File: src/rtl/mm_param_pkg.sv
// mm_param_pkg: shared types and helpers for the parametrised MM engine.
//   state_t   : engine FSM states
//   EP_*      : shape-error codes reported on ep (bit0 = A bad, bit1 = B bad)
//   acc_width : accumulator width able to hold MAX_DIM products of two DW values
package mm_param_pkg;

    typedef enum logic [2:0] {
        LOAD_A,
        LOAD_B,
        CHECK,
        CALC,
        OUT,
        ERR
    } state_t;

    localparam logic [1:0] EP_OK = 2'b00;
    localparam logic [1:0] EP_A  = 2'b01;
    localparam logic [1:0] EP_B  = 2'b10;
    localparam logic [1:0] EP_AB = 2'b11;

    function automatic int acc_width(input int dw, input int max_dim);
        return 2 * dw + $clog2(max_dim) + 1;
    endfunction

endpackage

File: src/rtl/mm_param_mac.sv
// mm_param_mac: clear/enable multiply-accumulate unit.
//   clk, rst : clock, asynchronous active-high reset
//   i_clear  : start a new element (accumulator treated as 0 this cycle)
//   i_en     : add i_a*i_b this cycle
//   i_a, i_b : DW-bit unsigned operands
//   o_res    : low OW bits of the running sum including this cycle's product
//   o_ovf    : running sum (including this cycle) exceeds 2^OW-1
// o_res/o_ovf are combinational look-ahead values so the caller can register
// the finished element on the same edge that performs the last MAC.
module mm_param_mac
    import mm_param_pkg::*;
#(
    parameter int DW = 8,
    parameter int OW = 12,
    parameter int AW = 2 * 8 + 2 + 1
) (
    input  logic          clk,
    input  logic          rst,
    input  logic          i_clear,
    input  logic          i_en,
    input  logic [DW-1:0] i_a,
    input  logic [DW-1:0] i_b,
    output logic [OW-1:0] o_res,
    output logic          o_ovf
);

    logic [AW-1:0]   r_acc;
    logic [2*DW-1:0] w_prod;
    logic [AW-1:0]   w_base;
    logic [AW-1:0]   w_sum;

    assign w_prod = {{DW{1'b0}}, i_a} * {{DW{1'b0}}, i_b};
    assign w_base = i_clear ? '0 : r_acc;
    assign w_sum  = i_en ? (w_base + {{(AW-2*DW){1'b0}}, w_prod}) : w_base;
    assign o_res  = w_sum[OW-1:0];
    assign o_ovf  = |w_sum[AW-1:OW];

    always_ff @(posedge clk or posedge rst) begin
        if (rst) begin
            r_acc <= '0;
        end else if (i_en || i_clear) begin
            r_acc <= w_sum;
        end
    end

endmodule

File: src/rtl/mm_param_engine.sv
// mm_param_engine: streaming matrix multiplier C = A x B.
//   clk, rst   : clock, asynchronous active-high reset
//   in_data    : element, consumed on every rising edge while busy==0
//   col_end    : last element of the current row
//   row_end    : last element of the current matrix (also closes the row)
//   busy       : input not accepted (CHECK/CALC/OUT/ERR)
//   valid      : one-cycle strobe qualifying out_data and all flags
//   out_data   : C element, 0 on an illegal-shape strobe
//   change_row : element is the last of its C row
//   overflow   : true sum exceeded 2^OW-1
//   is_legal   : 1 when a product was computed
//   ep         : shape error code (EP_OK/EP_A/EP_B/EP_AB)
// Build option MM_SATURATE_EN: overflowed elements are clamped to all ones
// instead of being truncated; overflow is raised either way.
module mm_param_engine
    import mm_param_pkg::*;
#(
    parameter int DW      = 8,
    parameter int OW      = 12,
    parameter int MAX_DIM = 4
) (
    input  logic          clk,
    input  logic          rst,
    input  logic [DW-1:0] in_data,
    input  logic          col_end,
    input  logic          row_end,
    output logic          busy,
    output logic          valid,
    output logic [OW-1:0] out_data,
    output logic          change_row,
    output logic          overflow,
    output logic          is_legal,
    output logic [1:0]    ep
);

    localparam int AW = acc_width(DW, MAX_DIM);
    localparam int IW = (MAX_DIM > 1) ? $clog2(MAX_DIM) : 1;
    // One spare bit so oversize shapes stay distinguishable from MAX_DIM.
    localparam int CW = $clog2(MAX_DIM + 1) + 1;
    localparam logic [CW-1:0] MAXC = CW'(MAX_DIM);

    state_t        r_state;
    logic [DW-1:0] r_a [MAX_DIM][MAX_DIM];
    logic [DW-1:0] r_b [MAX_DIM][MAX_DIM];

    // shape tracking of the matrix being loaded
    logic [CW-1:0] r_col;
    logic [CW-1:0] r_row;
    logic [CW-1:0] r_first_len;
    logic          r_bad;

    logic [CW-1:0] r_cols_a, r_rows_a, r_cols_b, r_rows_b;
    logic          r_bad_a, r_bad_b;

    logic [IW-1:0] r_i, r_j, r_k;

    logic          r_busy, r_valid, r_change_row, r_overflow, r_is_legal;
    logic [OW-1:0] r_out_data;
    logic [1:0]    r_ep;

    logic          w_end_col;
    logic [CW-1:0] w_len;
    logic [CW-1:0] w_rows;
    logic [CW-1:0] w_cols;
    logic          w_bad_nxt;
    logic          w_mac_en, w_mac_clear;
    logic [OW-1:0] w_res;
    logic          w_ovf;
    logic [OW-1:0] w_out;
    logic          w_k_last, w_j_last, w_i_last;

    // row_end alone still closes the row
    assign w_end_col = col_end | row_end;
    // saturating counters: oversize rows/matrices are counted, never wrapped
    assign w_len     = (&r_col) ? r_col : r_col + 1'b1;
    assign w_rows    = (&r_row) ? r_row : r_row + 1'b1;
    assign w_cols    = (r_row == '0) ? w_len : r_first_len;
    assign w_bad_nxt = r_bad
                     | (w_end_col && (((r_row != '0) && (w_len != r_first_len)) || (w_len > MAXC)))
                     | (row_end && (w_rows > MAXC));

    assign w_k_last = (CW'(r_k) == r_cols_a - 1'b1);
    assign w_j_last = (CW'(r_j) == r_cols_b - 1'b1);
    assign w_i_last = (CW'(r_i) == r_rows_a - 1'b1);

    assign w_mac_en    = (r_state == CALC);
    assign w_mac_clear = (r_state == CALC) && (r_k == '0);

    mm_param_mac #(
        .DW (DW),
        .OW (OW),
        .AW (AW)
    ) u_mac (
        .clk     (clk),
        .rst     (rst),
        .i_clear (w_mac_clear),
        .i_en    (w_mac_en),
        .i_a     (r_a[r_i][r_k]),
        .i_b     (r_b[r_k][r_j]),
        .o_res   (w_res),
        .o_ovf   (w_ovf)
    );

`ifdef MM_SATURATE_EN
    assign w_out = w_ovf ? '1 : w_res;
`else
    assign w_out = w_res;
`endif

    // element storage; out-of-range positions are dropped
    always_ff @(posedge clk) begin
        if ((r_row < MAXC) && (r_col < MAXC)) begin
            if (r_state == LOAD_A) begin
                r_a[r_row[IW-1:0]][r_col[IW-1:0]] <= in_data;
            end else if (r_state == LOAD_B) begin
                r_b[r_row[IW-1:0]][r_col[IW-1:0]] <= in_data;
            end
        end
    end

    always_ff @(posedge clk or posedge rst) begin
        if (rst) begin
            r_state      <= LOAD_A;
            r_col        <= '0;
            r_row        <= '0;
            r_first_len  <= '0;
            r_bad        <= 1'b0;
            r_cols_a     <= '0;
            r_rows_a     <= '0;
            r_cols_b     <= '0;
            r_rows_b     <= '0;
            r_bad_a      <= 1'b0;
            r_bad_b      <= 1'b0;
            r_i          <= '0;
            r_j          <= '0;
            r_k          <= '0;
            r_busy       <= 1'b0;
            r_valid      <= 1'b0;
            r_out_data   <= '0;
            r_change_row <= 1'b0;
            r_overflow   <= 1'b0;
            r_is_legal   <= 1'b0;
            r_ep         <= EP_OK;
        end else begin
            // strobe outputs default low so flags are 0 whenever valid is 0
            r_valid      <= 1'b0;
            r_out_data   <= '0;
            r_change_row <= 1'b0;
            r_overflow   <= 1'b0;
            r_is_legal   <= 1'b0;
            r_ep         <= EP_OK;

            case (r_state)
                LOAD_A, LOAD_B: begin
                    r_bad <= w_bad_nxt;
                    if (w_end_col) begin
                        r_col <= '0;
                        r_row <= w_rows;
                        if (r_row == '0) begin
                            r_first_len <= w_len;
                        end
                    end else begin
                        r_col <= w_len;
                    end
                    if (row_end) begin
                        r_col       <= '0;
                        r_row       <= '0;
                        r_first_len <= '0;
                        r_bad       <= 1'b0;
                        if (r_state == LOAD_A) begin
                            r_cols_a <= w_cols;
                            r_rows_a <= w_rows;
                            r_bad_a  <= w_bad_nxt;
                            r_state  <= LOAD_B;
                        end else begin
                            r_cols_b <= w_cols;
                            r_rows_b <= w_rows;
                            r_bad_b  <= w_bad_nxt;
                            r_state  <= CHECK;
                            r_busy   <= 1'b1;
                        end
                    end
                end

                CHECK: begin
                    r_i <= '0;
                    r_j <= '0;
                    r_k <= '0;
                    if (r_bad_a || r_bad_b) begin
                        r_state <= ERR;
                        r_valid <= 1'b1;
                        r_ep    <= (r_bad_a && r_bad_b) ? EP_AB : (r_bad_a ? EP_A : EP_B);
                    end else if (r_cols_a != r_rows_b) begin
                        r_state <= ERR;
                        r_valid <= 1'b1;
                    end else begin
                        r_state <= CALC;
                    end
                end

                CALC: begin
                    if (w_k_last) begin
                        r_state      <= OUT;
                        r_valid      <= 1'b1;
                        r_is_legal   <= 1'b1;
                        r_out_data   <= w_out;
                        r_overflow   <= w_ovf;
                        r_change_row <= w_j_last;
                    end else begin
                        r_k <= r_k + 1'b1;
                    end
                end

                OUT: begin
                    r_k     <= '0;
                    r_state <= CALC;
                    if (w_j_last) begin
                        r_j <= '0;
                        if (w_i_last) begin
                            r_state <= LOAD_A;
                            r_busy  <= 1'b0;
                        end else begin
                            r_i <= r_i + 1'b1;
                        end
                    end else begin
                        r_j <= r_j + 1'b1;
                    end
                end

                ERR: begin
                    r_state <= LOAD_A;
                    r_busy  <= 1'b0;
                end

                default: begin
                    r_state <= LOAD_A;
                    r_busy  <= 1'b0;
                end
            endcase
        end
    end

    assign busy       = r_busy;
    assign valid      = r_valid;
    assign out_data   = r_out_data;
    assign change_row = r_change_row;
    assign overflow   = r_overflow;
    assign is_legal   = r_is_legal;
    assign ep         = r_ep;

endmodule

File: config.mk
export PLATFORM = sky130hd
export DESIGN_NAME = mm_param_engine
export DESIGN_NICKNAME = d
export VERILOG_FILES = /design/src/rtl/mm_param_pkg.sv /design/src/rtl/mm_param_mac.sv /design/src/rtl/mm_param_engine.sv
export SDC_FILE = /design/constraint.sdc
export NUM_CORES = 1
export LEC_CHECK = 0
export CORE_MARGIN = 2
export CORE_UTILIZATION = 30
export CTS_CLUSTER_SIZE = 16
export DETAILED_ROUTE_END_ITERATION = 10
export SLEW_MARGIN = 15
export SYNTH_ARGS = -nofsm -noshare
export SYNTH_HDL_FRONTEND = slang
export SYNTH_SLANG_ARGS = --single-unit
File: constraint.sdc
create_clock -name clk -period 7.1 [get_ports clk]
set_input_delay 1.775 -clock clk [delete_from_list [all_inputs] [get_ports clk]]
set_output_delay 1.775 -clock clk [all_outputs]
set_load 0.01 [all_outputs]
==> impl_metrics.toml, run 1 <==
[clock_tree]
cts_tree = "built"
cts_buffer_depth = 3
postCtsSetupBuffers = 0
cts_sinks = 334
clock-root-buffer = "clkbuf_16"
cts-resized-gates = 0
h-tree-depth = 2
cts_inserted_buffers = 38
clock_latency_ps = 560
ctsHoldBuffers = 0
path_clk_slew_ps = 60

[sta]
tightest_slew_ps = 1082
slew_headroom_pct = 27.63
period_share_pct = 90.03
rsz0062_at_grt = "false"
finalSetupTns_ps = 0
hold_viol_final = 0
fin_crit_ps = 6392
fmax_ghz = 0.1564
finalSetupViolCount = 0
fin_skew_ps = 15.24
drv_slew = 0

[worst_setup_path]
path_max_fanout = 13
crit_start = "r_i[0]"
path_cells = "buf_4 -> mux4_2 -> mux4_2 -> and2_1 -> fa_1 -> inv_1 -> fa_1 -> inv_1 -> fa_1 -> inv_1 -> fa_1 -> inv_1 -> ha_1 -> o21ai_0 -> o21ai_1 -> a21oi_2 -> o31ai_1 -> a21o_1 -> a21oi_1 -> xor2_1 -> a41oi_1"
cp-end-kind = "flip-flop"
arrival_ps = 6810
cpPeakStageDelay_ps = 600
critPathKind = "reg2reg"
required_ps = 7520
r2r-start = "r_i[0]"
crit_path_start_kind = "flip-flop"
cp_slowest_cell = "mux4_2"

[drt]
drt-total-wl_um = 35760
wl_per_cell_um = 19.08
vias_per_cell = 4.822
drt-pass1-iter-count = 4
vias = 9036
drtIter0Drc = 658
drc = 0
ant_nets = 0

[synthesis]
synth.distinct_cells = 62
synth_edf_count = 256
synth_area_um2 = 16230
synth_top_area_share_pct = 47.36
yosysTopAreaCell = "edfxtp_1"
synth_top_family_by_area = "multiplexers"
yosys_most_used_dff = "edfxtp_1"
synth_simple_gate_area_share_pct = 8.541
ys_top_cells_by_area = "edfxtp_1 47%, dfrtp_1 12%, mux4_2 11%"
syn-mean-instance-area_um2 = 14.65
ys_ff_latch = 334
synthArstFlopShare_pct = 23.35
synthCells = 1108
synthXorXnorAreaFrac_pct = 1.349
syn_nets = 1223
synth-compound-area-share_pct = 4.879
yosys_warnings = 0
synthMuxAreaShare_pct = 11.60
yosys.area_share.adder_pct = 10.25
synth-seq-area-share_pct = 59.38

[grt]
grt_start_max_net_pins = 79
grt_pass1_vias = 9340
top_usage_layer = "met2"
antenna_found_initial = 0
grt_use_total_pct = 13.06
use_met1_pct = 17.56
grt.overflow.total = 0
grtUsageMet3_pct = 2.763
grt.met2_usage_pct = 21.63
grt_first_pass_wirelength_um = 56150

[final_layout]
syn_to_final_growth_pct = 13.96
fin_nets = 1264
final_common_cell = "edfxtp_1"
final_area_um2 = 18500
mostFrequentLayoutCells = "256 x edfxtp_1, 110 x inv_1, 107 x nand2_1"
final_cells = 1874
antenna_cells = 0
drive_gt1_share_pct = 14.60

[job]
drv_cap = 0

[status]
status = "finished, final reports clean"

[floorplan]
initial_core_util_pct = 30.22
core_um2 = 53710
ios = 31
std_cell_rows = 85
chipHeight_um = 236.6
die-area_um2 = 55980
dieWidth_um = 236.6

[placed_design]
dpl_cell_area_um2 = 17310
port_buffers = 30
post-dp-hpwl_um = 24470
dp_cells = 1805
place.gp.congestion = 0.8236

[min_path]
hold_start = "u_mac.r_acc[0]"
hold_class = "reg2reg"
-- path summary, 6_finish.rpt --
| kind | endpoint | slack [ps] | depth (start not counted) |
|---|---|---|---|
| setup / recovery | overflow | 710 | 21 |
| hold / removal | u_mac.r_acc[0] | 460 | 2 |
| setup reg to reg | overflow | 710 | 21 |
| hold reg to reg | u_mac.r_acc[0] | 460 | 2 |
| max in group asynchronous | r_i[0] | 4530 | 3 |
| min in group asynchronous | out_data[0] | 1860 | 3 |
-- worst max-delay path: cells and delay by family (launching register included) --
family	cells	cell delay [ps]
adder cells (fa/ha/maj)	5	2380
buffers and inverters	5	510
flip-flops	1	480
multiplexers	2	1140
AND/OR/NAND/NOR	1	230
AO/OA/AOI/OAI	7	1290
XOR/XNOR	1	200
-- sequential cells by signal (all words and copies together), names as in the netlist, 2 cells and up --
name         cells
r_rows_b         4
r_j              2
r_cols_b         4
u_mac.r_acc     19
r_col            4
r_first_len      4
r_k              2
ep               2
r_row            4
r_rows_a         4
r_i              2
r_b            128
out_data        12
r_state          3
r_cols_a         4
r_a            128
-- cells by family (layout without fill, tap and decap cells) --
kind of cell | Yosys count | after routing
xor+xnor | 25 | 25
simple gates | 281 | 281
compound gates | 125 | 125
fa+ha+maj | 103 | 103
mux | 87 | 87
flops | 334 | 334
buf+inv | 153 | 223
-- metal layers --
metal | routed length, um | vias up
li1 | - | 4123
met1 | 16060 | 4670
met2 | 17240 | 188
met3 | 1707 | 55
met4 | 750 | 0
met5 | 0 | -
-- stage by stage --
stage / worst slack, ps / utilization (%) / hold slack [ps]
floorplan: 1147 / - / 437.4
global placement: 739.7 / 32.22 / 451.8
detailed placement: 663.7 / 32.22 / 454.6
CTS: 665.6 / 34.50 / 467.9
global route: 247.9 / 34.44 / 514.1
finish: 707.8 / 34.44 / 464.0
-- synth_stat cells, types with 2 or more instances --
| cell | count |
|---|---|
| a211oi_1 | 5 |
| a21o_1 | 7 |
| a21oi_1 | 23 |
| a21oi_2 | 4 |
| a31oi_1 | 3 |
| a41oi_1 | 3 |
| and2_1 | 49 |
| and3_1 | 43 |
| buf_2 | 8 |
| buf_6 | 8 |
| clkbuf_1 | 23 |
| dfrtp_1 | 78 |
| edfxtp_1 | 256 |
| fa_1 | 50 |
| ha_1 | 53 |
| inv_1 | 111 |
| mux2_2 | 2 |
| mux2i_1 | 3 |
| mux4_2 | 80 |
| nand2_1 | 107 |
| nand2b_1 | 4 |
| nand3_1 | 7 |
| nand3b_1 | 3 |
| nand4_1 | 4 |
| nor2_1 | 43 |
| nor2b_1 | 3 |
| nor3_1 | 7 |
| nor4_1 | 2 |
| o211ai_1 | 2 |
| o21a_1 | 4 |
| o21ai_0 | 48 |
| o21ai_1 | 6 |
| o31ai_1 | 5 |
| or2_2 | 2 |
| or4_1 | 2 |
| xnor2_1 | 14 |
| xor2_1 | 11 |
-- area by class of cell --
class / count / area [um^2]
fillers: 5111 / 35210
flip-flops and latches: 334 / 9642
multi-input cells: 621 / 5944
clock buffers: 50 / 1069
well taps: 696 / 870.8
inverters: 112 / 421.7
repair buffers: 42 / 397.9
clock inverters: 19 / 152.6
Power of run 1 is left out: the tool's default activity adds up to more than one toggle a clock period on the data nets, which glitch-free logic cannot reach.
==> run 2, diff against run 1 <==
--- a/config.mk
+++ b/config.mk
@@ -9,6 +9,7 @@
 export CORE_UTILIZATION = 30
 export CTS_CLUSTER_SIZE = 16
 export DETAILED_ROUTE_END_ITERATION = 10
+export SETUP_SLACK_MARGIN = 0.4
 export SLEW_MARGIN = 15
 export SYNTH_ARGS = -nofsm -noshare
 export SYNTH_HDL_FRONTEND = slang
==> run 2 against run 1 <==
Compared with the run above: critical endpoint unchanged; sequential share of layout area about the same; die area did not move; worst setup slack improved by 18 ps; non-clock buffer count unchanged; count of clock-buffer cells in the layout stayed put; routed wire length barely moved; first-iteration DRC count increased by 12%.
==> impl_metrics.toml, run 2 (synthesis results as in run 1) <==
[placed_design]
port_buffers = 30
place.gp.congestion = 0.8236
post-dp-hpwl_um = 24470

[drt]
vias_per_cell = 4.826
drt-pass1-iter-count = 4
drc = 0
wl_per_cell_um = 19.08
vias = 9043
drt-total-wl_um = 35750
ant_nets = 0
drtIter0Drc = 735

[clock_tree]
cts_buffer_depth = 3
clock-root-buffer = "clkbuf_16"
postCtsSetupBuffers = 0
cts_tree = "built"
cts_inserted_buffers = 38
cts_sinks = 334
path_clk_slew_ps = 60
ctsHoldBuffers = 0
cts-resized-gates = 0
clock_latency_ps = 560
h-tree-depth = 2

[floorplan]
dieWidth_um = 236.6
core_um2 = 53710
initial_core_util_pct = 30.22
std_cell_rows = 85
chipHeight_um = 236.6
die-area_um2 = 55980
ios = 31

[worst_setup_path]
r2r_cells = 18
r2r-start = "r_i[0]"
path_max_fanout = 19
path_cells = "buf_12 -> mux4_2 -> mux4_2 -> and2_1 -> fa_1 -> fa_1 -> fa_1 -> inv_1 -> fa_1 -> inv_1 -> ha_1 -> or4_1 -> o21ai_1 -> nor2_1 -> xor2_1 -> mux2_4 -> nor4b_2 -> a41oi_1"
path_common_cell = "fa_1"
cp_num_buf_inv = 3
path_delay_family = "adder cells"
cpPeakStageDelay_ps = 640
crit_start = "r_i[0]"
required_ps = 7520
arrival_ps = 6790
cp-end-kind = "flip-flop"
cp_slowest_cell = "mux4_2"
critPathKind = "reg2reg"
cp_num_cells = 18
crit_path_start_kind = "flip-flop"

[min_path]
hold_start = "u_mac.r_acc[0]"
hold_class = "reg2reg"
whs_path_depth = 2

[grt]
grt_first_pass_wirelength_um = 56150
grt_pass1_vias = 9340
top_usage_layer = "met2"
use_met1_pct = 17.56
grt.overflow.total = 0
grt.met2_usage_pct = 21.63
grt_use_total_pct = 13.06
grt_start_max_net_pins = 79
antenna_found_initial = 0
grtUsageMet3_pct = 2.763

[sta]
slew_headroom_pct = 28.44
tightest_slew_ps = 1070
period_share_pct = 89.78
drv_slew = 0
hold_viol_final = 0
fin_crit_ps = 6374
fin_skew_ps = 14.22
finalSetupViolCount = 0
rsz0062_at_grt = "false"
fmax_ghz = 0.1569
finalSetupTns_ps = 0

[status]
status = "finished, final reports clean"

[final_layout]
final_common_cell = "edfxtp_1"
mostFrequentLayoutCells = "256 x edfxtp_1, 110 x inv_1, 107 x nand2_1"
antenna_cells = 0
fin_nets = 1264
syn_to_final_growth_pct = 14.04
drive_gt1_share_pct = 14.77

[job]
drv_cap = 0
-- run 2: area by class of cell --
type | count | area [um^2]
Clock inverter | 19 | 152.6
Sequential cell | 334 | 9642
Multi-Input combinational cell | 621 | 5953
Timing Repair Buffer | 42 | 401.6
Tap cell | 696 | 870.8
Inverter | 112 | 421.7
Clock buffer | 50 | 1069
Fill cell | 5109 | 35200
-- run 2: through the flow --
step / setup WS, ps / hold WS, ps / instances / area (um^2) / utilization (%)
6_report: 725.7 / 463.1 / 1874 / 18510 / 34.46
5_1_grt: 406.4 / 514.1 / 1874 / 18510 / 34.46
4_1_cts: 665.6 / 467.9 / 1874 / 18530 / 34.50
3_5_place_dp: 663.7 / 454.6 / 1805 / 17310 / 32.22
3_3_place_gp: 739.7 / 451.8 / 1805 / 17310 / 32.22
2_1_floorplan: 1147 / 437.4 / 1108 / 16230 / -
-- run 2: routing by layer --
layer,routed length [um],vias to the layer above
met1,16130,4685
met4,731,0
met2,17290,187
met3,1599,51
li1,-,4120
met5,0,-
-- run 2: worst paths after layout --
kind	endpoint	slack, ps
max	overflow	730
min	u_mac.r_acc[0]	460
max reg2reg	overflow	730
min reg2reg	u_mac.r_acc[0]	460
max in group asynchronous	r_i[0]	4530
min in group asynchronous	out_data[0]	1860
-- run 2: worst min-delay path, cell delays in order, from the launching register on --
cell and delay (ps):
dfrtp_1 330, nand2_1 50, nand2_1 50
Power of run 2 is left out for the same reason.
